[src/rtl/lutram_march_bist.sv]
// March C- built-in self-test sequencer for a dual-port 2**A_WIDTH x 1 distributed RAM.
// Optional LUTRAM_BIST_ERRCNT_EN: never stop early, add err_count_o (saturating mismatch count).
module lutram_march_bist #(
  parameter int unsigned A_WIDTH = 7
) (
  input  logic               clk_i,
  input  logic               rst_ni,
  input  logic               start_i,
  output logic               ram_we_o,
  output logic               ram_d_o,
  output logic [A_WIDTH-1:0] ram_a_o,
  output logic [A_WIDTH-1:0] ram_dpra_o,
  input  logic               ram_spo_i,
  input  logic               ram_dpo_i,
  output logic               busy_o,
  output logic               done_o,
  output logic               fail_o,
  output logic [2:0]         fail_elem_o,
  output logic [A_WIDTH-1:0] fail_addr_o,
  output logic [1:0]         fail_port_o
`ifdef LUTRAM_BIST_ERRCNT_EN
  ,
  output logic [7:0]         err_count_o
`endif
);

  localparam int unsigned ELEM_W = 3;
  localparam int unsigned ERR_W  = 8;
  localparam logic [ELEM_W-1:0] LAST_ELEM = ELEM_W'(5);

  typedef enum logic [1:0] {
    S_IDLE,
    S_WR,
    S_RD,
    S_DONE
  } state_e;

  state_e              state_q, state_d;
  logic [ELEM_W-1:0]   elem_q, elem_d;
  logic [A_WIDTH-1:0]  addr_q, addr_d;
  logic                we_q, we_d;
  logic                d_q, d_d;
  logic                busy_q, busy_d;
  logic                done_q, done_d;
  logic                fail_q, fail_d;
  logic [ELEM_W-1:0]   fail_elem_q, fail_elem_d;
  logic [A_WIDTH-1:0]  fail_addr_q, fail_addr_d;
  logic [1:0]          fail_port_q, fail_port_d;
`ifdef LUTRAM_BIST_ERRCNT_EN
  logic [ERR_W-1:0]    err_q, err_d;
`endif

  logic                dir_up, next_up, at_end, rd_exp;
  logic [ELEM_W-1:0]   elem_inc;
  logic [A_WIDTH-1:0]  addr_step, next_start;
  logic [1:0]          mism;

  // Element geometry: M3/M4 run downwards; odd elements write 1 and read 0.
  always_comb begin
    elem_inc   = ELEM_W'(elem_q + ELEM_W'(1));
    dir_up     = !((elem_q == ELEM_W'(3)) || (elem_q == ELEM_W'(4)));
    next_up    = !((elem_inc == ELEM_W'(3)) || (elem_inc == ELEM_W'(4)));
    at_end     = dir_up ? (addr_q == '1) : (addr_q == '0);
    addr_step  = dir_up ? A_WIDTH'(addr_q + A_WIDTH'(1)) : A_WIDTH'(addr_q - A_WIDTH'(1));
    next_start = next_up ? '0 : '1;
    rd_exp     = ~elem_q[0];
    mism       = {ram_dpo_i != rd_exp, ram_spo_i != rd_exp};
  end

  always_comb begin
    state_d     = state_q;
    elem_d      = elem_q;
    addr_d      = addr_q;
    fail_d      = fail_q;
    fail_elem_d = fail_elem_q;
    fail_addr_d = fail_addr_q;
    fail_port_d = fail_port_q;
`ifdef LUTRAM_BIST_ERRCNT_EN
    err_d       = err_q;
`endif
    unique case (state_q)
      S_IDLE, S_DONE: begin
        if (start_i) begin
          state_d     = S_WR;
          elem_d      = '0;
          addr_d      = '0;
          fail_d      = 1'b0;
          fail_elem_d = '0;
          fail_addr_d = '0;
          fail_port_d = '0;
`ifdef LUTRAM_BIST_ERRCNT_EN
          err_d       = '0;
`endif
        end
      end
      S_WR: begin
        if (at_end) begin
          elem_d  = elem_inc;
          addr_d  = next_start;
          state_d = S_RD;
        end else begin
          addr_d  = addr_step;
          state_d = (elem_q == '0) ? S_WR : S_RD;
        end
      end
      S_RD: begin
        if (elem_q == LAST_ELEM) begin
          if (at_end) state_d = S_DONE;
          else        addr_d  = addr_step;
        end else begin
          state_d = S_WR;
        end
        if (|mism) begin
          fail_d = 1'b1;
          if (!fail_q) begin
            fail_elem_d = elem_q;
            fail_addr_d = addr_q;
            fail_port_d = mism;
          end
`ifdef LUTRAM_BIST_ERRCNT_EN
          if (err_q != '1) err_d = ERR_W'(err_q + ERR_W'(1));
`else
          state_d = S_DONE;
          addr_d  = addr_q;
`endif
        end
      end
      default: state_d = S_IDLE;
    endcase

    // Strobes are registered from the next state so they line up with state_q.
    we_d   = (state_d == S_WR);
    d_d    = (state_d == S_WR) && elem_d[0];
    busy_d = (state_d == S_WR) || (state_d == S_RD);
    done_d = (state_d == S_DONE);
  end

  always_ff @(posedge clk_i) begin
    if (!rst_ni) begin
      state_q     <= S_IDLE;
      elem_q      <= '0;
      addr_q      <= '0;
      we_q        <= 1'b0;
      d_q         <= 1'b0;
      busy_q      <= 1'b0;
      done_q      <= 1'b0;
      fail_q      <= 1'b0;
      fail_elem_q <= '0;
      fail_addr_q <= '0;
      fail_port_q <= '0;
`ifdef LUTRAM_BIST_ERRCNT_EN
      err_q       <= '0;
`endif
    end else begin
      state_q     <= state_d;
      elem_q      <= elem_d;
      addr_q      <= addr_d;
      we_q        <= we_d;
      d_q         <= d_d;
      busy_q      <= busy_d;
      done_q      <= done_d;
      fail_q      <= fail_d;
      fail_elem_q <= fail_elem_d;
      fail_addr_q <= fail_addr_d;
      fail_port_q <= fail_port_d;
`ifdef LUTRAM_BIST_ERRCNT_EN
      err_q       <= err_d;
`endif
    end
  end

  assign ram_we_o    = we_q;
  assign ram_d_o     = d_q;
  assign ram_a_o     = addr_q;
  assign ram_dpra_o  = addr_q;
  assign busy_o      = busy_q;
  assign done_o      = done_q;
  assign fail_o      = fail_q;
  assign fail_elem_o = fail_elem_q;
  assign fail_addr_o = fail_addr_q;
  assign fail_port_o = fail_port_q;
`ifdef LUTRAM_BIST_ERRCNT_EN
  assign err_count_o = err_q;
`endif

endmodule

[config.mk]
export PLATFORM = sky130hd
export DESIGN_NAME = lutram_march_bist
export DESIGN_NICKNAME = d
export VERILOG_FILES = /design/src/rtl/lutram_march_bist.sv
export SDC_FILE = /design/constraint.sdc
export NUM_CORES = 1
export LEC_CHECK = 0
export ABC_CLOCK_PERIOD_IN_PS = 6600
export CAP_MARGIN = 10
export CORE_UTILIZATION = 50
export CTS_CLUSTER_SIZE = 24
export DETAILED_ROUTE_END_ITERATION = 16
export GPL_TIMING_DRIVEN = 0
export PLACE_DENSITY = 0.8
export REMOVE_ABC_BUFFERS = 1
export SETUP_SLACK_MARGIN = 0.4
export SLEW_MARGIN = 30
export SYNTH_ARGS = -nofsm -noshare
export SYNTH_HDL_FRONTEND = slang
export SYNTH_SLANG_ARGS = --single-unit
export TNS_END_PERCENT = 20
[constraint.sdc]
create_clock -name clk_i -period 6.6 [get_ports clk_i]
set_input_delay 1.32 -clock clk_i [delete_from_list [all_inputs] [get_ports clk_i]]
set_output_delay 1.32 -clock clk_i [all_outputs]
set_load 0.02 [all_outputs]
==> results of run 1 <==
flip-flops by register name (all words and copies together) (netlist names):
name and count:
busy_o 1, done_o 1, ram_we_o 1, ram_a_o 7, fail_addr_o 7, elem_q 3
ram_d_o 1, fail_o 1, fail_port_o 2, fail_elem_o 3, state_q 2
metal layers:
layer	GRT usage (%)	up-vias	part of all wire (%)
met2	34.4	42	47
met4	9.52	0	0.90
met3	3.73	4	4.6
met1	29.2	709	47
li1	-	780	-
met5	0	-	0
area by class of cell:
type / instances / share of cell area, %
clock buffers: 7 / 2.53
clock inverters: 1 / 1.38
inverters: 11 / 1.89
multi-input cells: 148 / 48.9
flip-flops and latches: 29 / 26.6
well taps: 46 / 2.64
repair buffers: 35 / 16.1
cells by family (layout without fill, tap and decap cells):
family / count (synthesis) / after routing / synth area share, %
AO/OA/AOI/OAI: 63 / 63 / 23.8
buffers and inverters: 29 / 54 / 8.44
multiplexers: 4 / 4 / 2.51
XOR/XNOR: 6 / 6 / 2.93
adder cells (fa/ha/maj): 15 / 15 / 10.9
flip-flops: 29 / 29 / 32.4
AND/OR/NAND/NOR: 60 / 60 / 19.0
worst max-delay path by stage:
stage	from	end	cells past startpoint
after CTS	ram_spo_i	fail_elem_o[2]	7
after global routing	ram_spo_i	fail_elem_o[1]	7
final	ram_spo_i	fail_elem_o[2]	7
after floorplan	ram_spo_i	ram_d_o	9
after detailed placement	ram_spo_i	fail_elem_o[2]	7
after global placement	ram_spo_i	fail_elem_o[2]	7
power by group through the flow:
stage | Clock [mW] | Sequential, mW | Combinational, mW
2_1_floorplan | 0 | 0.186 | 0.0243
3_3_place_gp | 0 | 0.184 | 0.0424
3_5_place_dp | 0 | 0.184 | 0.0430
4_1_cts | 0.157 | 0.180 | 0.0432
5_1_grt | 0.165 | 0.180 | 0.0481
6_report | 0.155 | 0.180 | 0.0431
through the flow:
| stage | util (%) | hold slack (ps) | instances | area, um^2 |
|---|---|---|---|---|
| finish | 64.3 | 488 | 277 | 2180 |
| global placement | 61.7 | 474 | 269 | 2090 |
| floorplan | - | 487 | 188 | 1680 |
| CTS | 64.2 | 492 | 277 | 2180 |
| detailed placement | 61.7 | 478 | 269 | 2090 |
| global route | 64.3 | 509 | 277 | 2180 |
critical path: stages:
cell and delay (ps):
clkdlybuf4s50_1 450, or3b_2 490, nand3_1 140, a2bb2oi_1 680
nor2_1 420, mux2i_1 240, nor2b_1 60
Yosys cell counts (2+ instances only):
library cell,n,area [um^2]
a21oi_1,7,35.0
a221o_1,3,30.0
a31oi_1,2,12.5
nor3_1,3,15.0
a21o_1,3,22.5
nand2_1,11,41.3
ha_1,14,175
xor2_1,2,17.5
nor4_1,2,12.5
nor2_1,8,30.0
xnor2_1,4,35.0
nor2b_1,3,18.8
buf_4,7,52.6
a21boi_0,13,97.6
nand2b_1,2,12.5
dfxtp_1,29,581
inv_1,11,41.3
nand3_1,16,80.1
o21ai_1,2,10.0
mux2i_1,3,30.0
buf_6,2,22.5
o22ai_1,3,18.8
clkbuf_1,7,26.3
o21ai_0,17,85.1
and2_1,6,37.5
==> results.sh, run 1 <==
export IMPL_cp_required_ps=6830
export IMPL_peakVddDrop_mv=0.152
export IMPL_slew_headroom_pct=42.6
export IMPL_hold_buffers=0
export IMPL_hold_depth=2
export IMPL_io_pins=36
export IMPL_multiInputGateArea_um2=1060
export IMPL_drv_slew=0
export IMPL_antenna_cells=0
export IMPL_swShare_pct=24.8
export IMPL_first_iter_violations=135
export IMPL_seq_area_um2=581
export IMPL_detail_route_antenna_nets=0
export IMPL_powerDensity_nw_per_um2=173
export IMPL_cts_tree="done"
export IMPL_pwr_share_clk_pct=41.0
export IMPL_grt_use_total_pct=21.8
export IMPL_min_to="fail_addr_o[0]"
export IMPL_path_class="input port to register"
export IMPL_detailedPlace_worstSlack_ps=2640
export IMPL_finalPower_mw=0.378
export IMPL_cp_arrival_ps=3810
export IMPL_tightest_slew_ps=858
export IMPL_die_area_um2=3830
export IMPL_start_util_pct=52.9
export IMPL_die_w_um=61.9
export IMPL_fillers=279
export IMPL_setup_viol_count_final=0
export IMPL_cts_resized=0
export IMPL_worstHoldPathType="register to register"
export IMPL_htree_levels=2
export IMPL_final_common_cell="clkdlybuf4s50_1"
export IMPL_wl_mm=3.79
export IMPL_fin_crit_ps=3580
export IMPL_synthCells=206
export IMPL_reg2reg_depth=11
export IMPL_postCtsSetupBuffers=0
export IMPL_cts_made_buffers=5
export IMPL_synth_edf_count=0
export IMPL_p_int_mw=0.284
export IMPL_timing_final_hold_violations=0
export IMPL_synth_warnings=0
export IMPL_clock_fmax_mhz=279
export IMPL_drive_gt1_share_pct=7.36
export IMPL_worstSkewPairLatency_ps=330
export IMPL_reg2reg_slack_ps=3600
export IMPL_critPathCaptureType="register"
export IMPL_area_delta_synth_final_pct=21.5
export IMPL_status="completed"
export IMPL_power_switching_mw=0.0937
export IMPL_num_vias=1535
export IMPL_reg2reg_from="elem_q[0]"
export IMPL_p_leak_nw=0.813
export IMPL_via_per_inst=5.54
export IMPL_grt_pass1_vias=1313
export IMPL_row_count=21
export IMPL_syn_area_per_cell_um2=8.71
export IMPL_root_buffer="clkbuf_4"
export IMPL_max_cap_violations=0
export IMPL_grt_overflow_total=0
export IMPL_finalWorstSetupSlack_ps=3020
export IMPL_min_from="fail_addr_o[0]"
export IMPL_synth_seq_area_share_pct=32.4
export IMPL_clk_path_buf_depth=2
export IMPL_final_cell_mix="clkdlybuf4s50_1 (35), dfxtp_1 (29), o21ai_0 (17), nand3_1 (16), ha_1 (14)"
export IMPL_grt_pass1_wl_mm=6.03
export IMPL_crit_fanout=12
export IMPL_async_flop_share_pct=0
export IMPL_rsz0062_at_grt="no"
export IMPL_firstDrtPassIters=4
export IMPL_combPwrFrac_pct=11.4
export IMPL_die_h_um=61.9
export IMPL_start_kind="input port"
export IMPL_port_buffers=35
export IMPL_synth_ff_type="dfxtp_1"
export IMPL_coreArea_um2=3390
export IMPL_fin_skew_ps=8.20
export IMPL_cts_sinks=29
export IMPL_grt_antenna_before_repair=0
export IMPL_grt_max_degree=25
export IMPL_wl_per_cell_um=13.7
export IMPL_synthesis_area_um2=1790
export IMPL_cts_reportedPaths_clkPinSlew_ps=100
export IMPL_p_seq_share_pct=47.6
export IMPL_place_gp_congestion=0.898
export IMPL_synth_seq_cells=29
export IMPL_dp_hpwl_mm=2.61
export IMPL_synth_distinct_cells=51
export IMPL_fin_tns_setup_ps=0
export IMPL_fin_nets=250
export IMPL_drcViolationCount=0
export IMPL_reg2reg_to="ram_d_o"
export IMPL_finalCritPeriodShare_pct=54.3
(Power assumes the default switching activity.)
==> run 2, diff against run 1 <==
--- a/config.mk
+++ b/config.mk
@@ -5,13 +5,13 @@
 export SDC_FILE = /design/constraint.sdc
 export NUM_CORES = 1
 export LEC_CHECK = 0
-export ABC_CLOCK_PERIOD_IN_PS = 6600
+export ABC_CLOCK_PERIOD_IN_PS = 3200
 export CAP_MARGIN = 10
-export CORE_UTILIZATION = 50
+export CORE_UTILIZATION = 46
 export CTS_CLUSTER_SIZE = 24
 export DETAILED_ROUTE_END_ITERATION = 16
 export GPL_TIMING_DRIVEN = 0
-export PLACE_DENSITY = 0.8
+export PLACE_DENSITY = 0.77
 export REMOVE_ABC_BUFFERS = 1
 export SETUP_SLACK_MARGIN = 0.4
 export SLEW_MARGIN = 30
==> constraint.sdc (replaced) <==
create_clock -name clk_i -period 3.2 [get_ports clk_i]
set_input_delay 0.64 -clock clk_i [delete_from_list [all_inputs] [get_ports clk_i]]
set_output_delay 0.64 -clock clk_i [all_outputs]
set_load 0.02 [all_outputs]
==> run 2 against run 1 <==
Non-clock buffer count rose by 2; combinational power rose by 110%; clock-buffer cell count fell by 2; routed wire length fell by 1.7%; highest routed layer unchanged; sequential power rose by 110%; setup slack got worse by 2500 ps; critical path type unchanged; critical endpoint is now ram_d_o.
==> results.sh, run 2 (same netlist as run 1, synthesis figures left out) <==
export IMPL_status="completed"
export IMPL_cts_reportedPaths_clkPinSlew_ps=60
export IMPL_peakVddDrop_mv=0.288
export IMPL_firstDrtPassIters=4
export IMPL_die_h_um=64.5
export IMPL_place_gp_congestion=0.837
export IMPL_die_w_um=64.5
export IMPL_port_buffers=35
export IMPL_worstHoldPathType="register to register"
export IMPL_cp_arrival_ps=2860
export IMPL_antenna_cells=0
export IMPL_max_cap_violations=0
export IMPL_swShare_pct=27.2
export IMPL_grt_pass1_wl_mm=6.80
export IMPL_die_area_um2=4150
export IMPL_detail_route_antenna_nets=0
export IMPL_stdcell_area_um2=2220
export IMPL_grt_antenna_before_repair=0
export IMPL_timing_final_hold_violations=0
export IMPL_cts_sinks=29
export IMPL_cpMaxStageDelayCell="clkdlybuf4s50_1"
export IMPL_fin_skew_ps=7.22
export IMPL_drv_slew=0
export IMPL_cts_made_buffers=5
export IMPL_row_count=22
export IMPL_start_util_pct=48.6
export IMPL_pwr_share_clk_pct=38.9
export IMPL_clk_path_buf_depth=2
export IMPL_combPwrFrac_pct=12.2
export IMPL_final_common_cell="clkdlybuf4s50_1"
export IMPL_power_switching_mw=0.206
export IMPL_placed_area_um2=2090
export IMPL_cp_required_ps=3360
export IMPL_start_kind="input port"
export IMPL_first_iter_violations=114
export IMPL_fin_crit_ps=2700
export IMPL_rsz0062_at_grt="yes"
export IMPL_stdcell_count=281
export IMPL_cts_tree="done"
export IMPL_grt_use_total_pct=21.0
export IMPL_p_seq_share_pct=48.9
export IMPL_setup_viol_count_final=0
export IMPL_reg2reg_slack_ps=550
export IMPL_slew_headroom_pct=49.8
export IMPL_via_per_inst=5.62
export IMPL_hold_buffers=0
export IMPL_root_buffer="clkbuf_8"
export IMPL_critPathCaptureType="register"
export IMPL_htree_levels=2
export IMPL_wl_mm=3.72
export IMPL_path_cells="clkdlybuf4s50_1, or3b_4, a21o_1, or4_4, a211oi_2, a21oi_2, ha_2, and2_1, nand2_1, o22ai_1"
export IMPL_p_int_mw=0.550
export IMPL_grt_pass1_vias=1549
export IMPL_wl_per_cell_um=13.3
export IMPL_powerDensity_nw_per_um2=340
export IMPL_drive_gt1_share_pct=11.2
export IMPL_num_vias=1579
export IMPL_io_pins=36
export IMPL_grt_overflow_total=0
export IMPL_clock_fmax_mhz=370
export IMPL_fin_nets=252
export IMPL_area_delta_synth_final_pct=24.0
export IMPL_path_class="input port to register"
export IMPL_final_cell_mix="clkdlybuf4s50_1 (34), dfxtp_1 (28), o21ai_0 (17), nand3_1 (16), a21boi_0 (13)"
export IMPL_coreArea_um2=3690
export IMPL_worstSkewPairLatency_ps=280
export IMPL_fillers=342
export IMPL_dp_hpwl_mm=2.66
export IMPL_cpPeakStageDelay_ps=460
export IMPL_p_leak_nw=0.832
export IMPL_finalCritPeriodShare_pct=84.4
export IMPL_drcViolationCount=0
export IMPL_place_inst=271
export IMPL_tightest_slew_ps=747
export IMPL_crit_fanout=3
export IMPL_grt_max_degree=25
run 2: changes by cell type in the layout (fill, tap and decap cells not counted), moves of 2 or more:
| cell | before | now |
|---|---|---|
| buf_4 | 0 | 2 |
| clkbuf_4 | 5 | 0 |
| clkbuf_8 | 1 | 5 |
| clkinv_2 | 0 | 2 |
| ha_1 | 14 | 12 |
| ha_2 | 0 | 2 |
run 2: power by group through the flow:
| stage | Combinational, mW | Clock [mW] | Sequential, mW |
|---|---|---|---|
| after floorplan | 0.0502 | 0 | 0.384 |
| after global placement | 0.0879 | 0 | 0.379 |
| after detailed placement | 0.0883 | 0 | 0.379 |
| after CTS | 0.0891 | 0.299 | 0.371 |
| after global routing | 0.105 | 0.318 | 0.371 |
| final | 0.0922 | 0.294 | 0.370 |
run 2: final cells by class:
type | instances | area (um^2) | share of cell area, %
clock buffers | 5 | 68.8 | 3.09
clock inverters | 3 | 17.5 | 0.787
repair buffers | 37 | 368 | 16.5
multi-input cells | 148 | 1080 | 48.8
well taps | 48 | 60.1 | 2.70
inverters | 11 | 41.3 | 1.86
flip-flops and latches | 29 | 584 | 26.3
run 2: routing by layer:
metal	global-route usage (%)	wire (um)	vias to the layer above
li1	-	-	788
met1	26.6	1800	735
met2	35.1	1700	50
met3	4.75	178	6
met4	6.94	42	0
met5	0	0	-
run 2: final timing paths:
check,startpoint,to,cells after the start
max,ram_dpo_i,ram_d_o,10
min,fail_addr_o[2],fail_addr_o[2],2
max reg2reg,elem_q[0],ram_d_o,11
min reg2reg,fail_addr_o[2],fail_addr_o[2],2
run 2: worst max-delay path, delay by kind of cell:
kind,cells,cell delay (ps)
AOI/OAI and AO/OA,4,550
adders and majority gates,1,190
and+or+nand+nor,4,1030
buffers and inverters,1,460
run 2: what timing repair did:
item	CTS	global route
pin swaps	0	1
endpoints found under the hold margin	0	0
resized for setup	2	7
cloned	0	0
buffers inserted	0	2
setup endpoints to repair	17	18
run 2: through the flow:
| step | total power, mW | TNS (ps) | utilization (%) | worst slack [ps] | hold WS, ps |
|---|---|---|---|---|---|
| floorplan | 0.434 | 0 | - | 472 | 487 |
| CTS | 0.759 | 0 | 59.3 | 283 | 488 |
| global placement | 0.467 | -852 | 56.8 | -103 | 474 |
| global route | 0.794 | 0 | 60.3 | 380 | 503 |
| finish | 0.756 | 0 | 60.3 | 500 | 484 |
| detailed placement | 0.467 | -989 | 56.8 | -105 | 478 |
==> run 3, diff against run 2 <==
--- a/config.mk
+++ b/config.mk
@@ -5,13 +5,13 @@
 export SDC_FILE = /design/constraint.sdc
 export NUM_CORES = 1
 export LEC_CHECK = 0
-export ABC_CLOCK_PERIOD_IN_PS = 3200
+export ABC_CLOCK_PERIOD_IN_PS = 2800
 export CAP_MARGIN = 10
-export CORE_UTILIZATION = 46
+export CORE_UTILIZATION = 50
 export CTS_CLUSTER_SIZE = 24
 export DETAILED_ROUTE_END_ITERATION = 16
 export GPL_TIMING_DRIVEN = 0
-export PLACE_DENSITY = 0.77
+export PLACE_DENSITY = 0.8
 export REMOVE_ABC_BUFFERS = 1
 export SETUP_SLACK_MARGIN = 0.4
 export SLEW_MARGIN = 30
==> constraint.sdc (replaced) <==
create_clock -name clk_i -period 2.8 [get_ports clk_i]
set_input_delay 0.56 -clock clk_i [delete_from_list [all_inputs] [get_ports clk_i]]
set_output_delay 0.56 -clock clk_i [all_outputs]
set_load 0.02 [all_outputs]
==> run 3 against run 2 <==
Sequential power up 14%; largest power group unchanged; clock-buffer cell count grew 2; routed wire length grew 18%; highest routed layer unchanged; via count up 3.0%.
==> results.sh, run 3 (same netlist as run 1, synthesis figures left out) <==
export IMPL_status="completed"
export IMPL_cts_tree="done"
export IMPL_antenna_cells=0
export IMPL_cp_arrival_ps=2710
export IMPL_root_buffer="clkbuf_4"
export IMPL_clock_fmax_mhz=405
export IMPL_rsz0062_at_grt="yes"
export IMPL_wl_met2_mm=2.14
export IMPL_min_to="fail_addr_o[0]"
export IMPL_slew_headroom_pct=52.4
export IMPL_row_count=21
export IMPL_reg2reg_to="ram_a_o[6]"
export IMPL_finalCritPeriodShare_pct=88.2
export IMPL_final_common_cell="clkdlybuf4s50_1"
export IMPL_fin_crit_ps=2470
export IMPL_p_seq_share_pct=46.4
export IMPL_start_util_pct=52.9
export IMPL_pwr_share_clk_pct=41.1
export IMPL_fin_util_pct=70.2
export IMPL_cpMaxStageDelayCell="dfxtp_4"
export IMPL_power_switching_mw=0.237
export IMPL_coreArea_um2=3390
export IMPL_cts_sinks=29
export IMPL_first_iter_violations=111
export IMPL_grt_pass1_vias=1416
export IMPL_reg2reg_slack_ps=330
export IMPL_drcViolationCount=0
export IMPL_combPwrFrac_pct=12.5
export IMPL_peakVddDrop_mv=0.394
export IMPL_timing_final_hold_violations=0
export IMPL_finalPower_mw=0.911
export IMPL_fillers=250
export IMPL_setup_viol_count_final=0
export IMPL_crit_fanout=4
export IMPL_placed_area_um2=2090
export IMPL_cp_top_family="compound AO/OA/AOI/OAI gates"
export IMPL_min_from="fail_addr_o[0]"
export IMPL_drt_met1_wl_mm=1.95
export IMPL_tightest_slew_ps=711
export IMPL_p_leak_nw=0.895
export IMPL_reg2reg_depth=12
export IMPL_powerDensity_nw_per_um2=383
export IMPL_max_cap_violations=0
export IMPL_path_cells="inv_4, ha_2, buf_4, mux2_2, buf_4, ha_1, o21ai_0, o21ai_1, a21oi_2, xnor2_1, a31oi_1, o21ai_1"
export IMPL_hold_buffers=0
export IMPL_reg2reg_from="elem_q[0]"
export IMPL_drive_gt1_share_pct=20.9
export IMPL_crit_buf_inv=3
export IMPL_firstDrtPassIters=4
export IMPL_hold_depth=2
export IMPL_wl_per_cell_um=15.1
export IMPL_area_delta_synth_final_pct=32.6
export IMPL_via_per_inst=5.61
export IMPL_swShare_pct=26.0
export IMPL_p_int_mw=0.674
export IMPL_htree_levels=2
export IMPL_holdWs_ps=489
export IMPL_dp_hpwl_mm=2.61
export IMPL_die_w_um=61.9
export IMPL_grt_use_total_pct=24.1
export IMPL_cts_reportedPaths_clkPinSlew_ps=100
export IMPL_drv_slew=0
export IMPL_detail_route_antenna_nets=0
export IMPL_grt_antenna_before_repair=0
export IMPL_worstSkewPairLatency_ps=350
export IMPL_final_cell_mix="clkdlybuf4s50_1 (33), dfxtp_1 (26), nand3_1 (16), o21ai_0 (15), a21boi_0 (12)"
export IMPL_seq_area_um2=587
export IMPL_wl_mm=4.39
export IMPL_fin_skew_ps=7.40
export IMPL_start_kind="register"
export IMPL_critPathCaptureType="register"
export IMPL_num_vias=1626
export IMPL_cp_required_ps=3040
export IMPL_path_class="register to register"
export IMPL_cts_made_buffers=5
export IMPL_io_pins=36
export IMPL_cpPeakStageDelay_ps=410
export IMPL_die_h_um=61.9
export IMPL_dr_max_layer_used="met4"
export IMPL_grt_max_degree=25
export IMPL_port_buffers=35
export IMPL_grt_pass1_wl_mm=6.66
export IMPL_fin_nets=263
export IMPL_place_gp_congestion=0.898
export IMPL_worstHoldPathType="register to register"
export IMPL_stdcell_area_um2=2380
export IMPL_wl_met3_um=210
export IMPL_multiInputGateArea_um2=1160
export IMPL_grt_overflow_total=0
export IMPL_die_area_um2=3830
export IMPL_clk_path_buf_depth=2
[run 3: how the worst max path moves through the flow]
stage	startpoint	to	slack, ps	depth (start not counted)
floorplan	elem_q[0]	ram_d_o	70	11
global placement	ram_spo_i	fail_elem_o[2]	-370	7
detailed placement	ram_spo_i	fail_elem_o[2]	-400	7
CTS	elem_q[0]	ram_d_o	320	13
global route	elem_q[0]	ram_a_o[6]	270	12
finish	elem_q[0]	ram_a_o[6]	330	12
[run 3: timing repair]
action | 4_1_cts | 5_1_grt
resized for setup | 19 | 16
pin swaps | 4 | 10
endpoints found under the setup margin | 27 | 23
buffers inserted | 11 | 1
endpoints found under the hold margin | 0 | 0
gates cloned | 1 | 0
[run 3: routing by layer]
metal | track usage, % | vias up
met4 | 10.2 | 0
li1 | - | 805
met1 | 31.2 | 751
met2 | 39.6 | 56
met3 | 4.14 | 14
met5 | 0 | -
[run 3: final cells by class]
class	count	share of cell area, %
multi-input cells	149	48.7
flip-flops and latches	29	24.7
clock inverters	1	1.26
repair buffers	47	18.8
well taps	46	2.42
clock buffers	7	2.31
inverters	11	1.84
[run 3: power by group through the flow]
stage	clock, mW	combinational (mW)	sequential [mW]
floorplan	0	0.0573	0.439
global placement	0	0.0999	0.433
detailed placement	0	0.101	0.434
CTS	0.371	0.107	0.423
global route	0.388	0.125	0.424
finish	0.374	0.114	0.423
[run 3: worst min-delay path, stage by stage (launching register included)]
cell and delay, ps:
dfxtp_1 320, o21ai_0 60, a21boi_0 70
[run 3: per-stage QoR]
stage               worst slack (ps)  TNS [ps]  std cells
detailed placement              -398     -5390        269
floorplan                       72.3         0        188
global route                     275         0        290
CTS                              321         0        289
finish                           331         0        290
global placement                -367     -4850        269
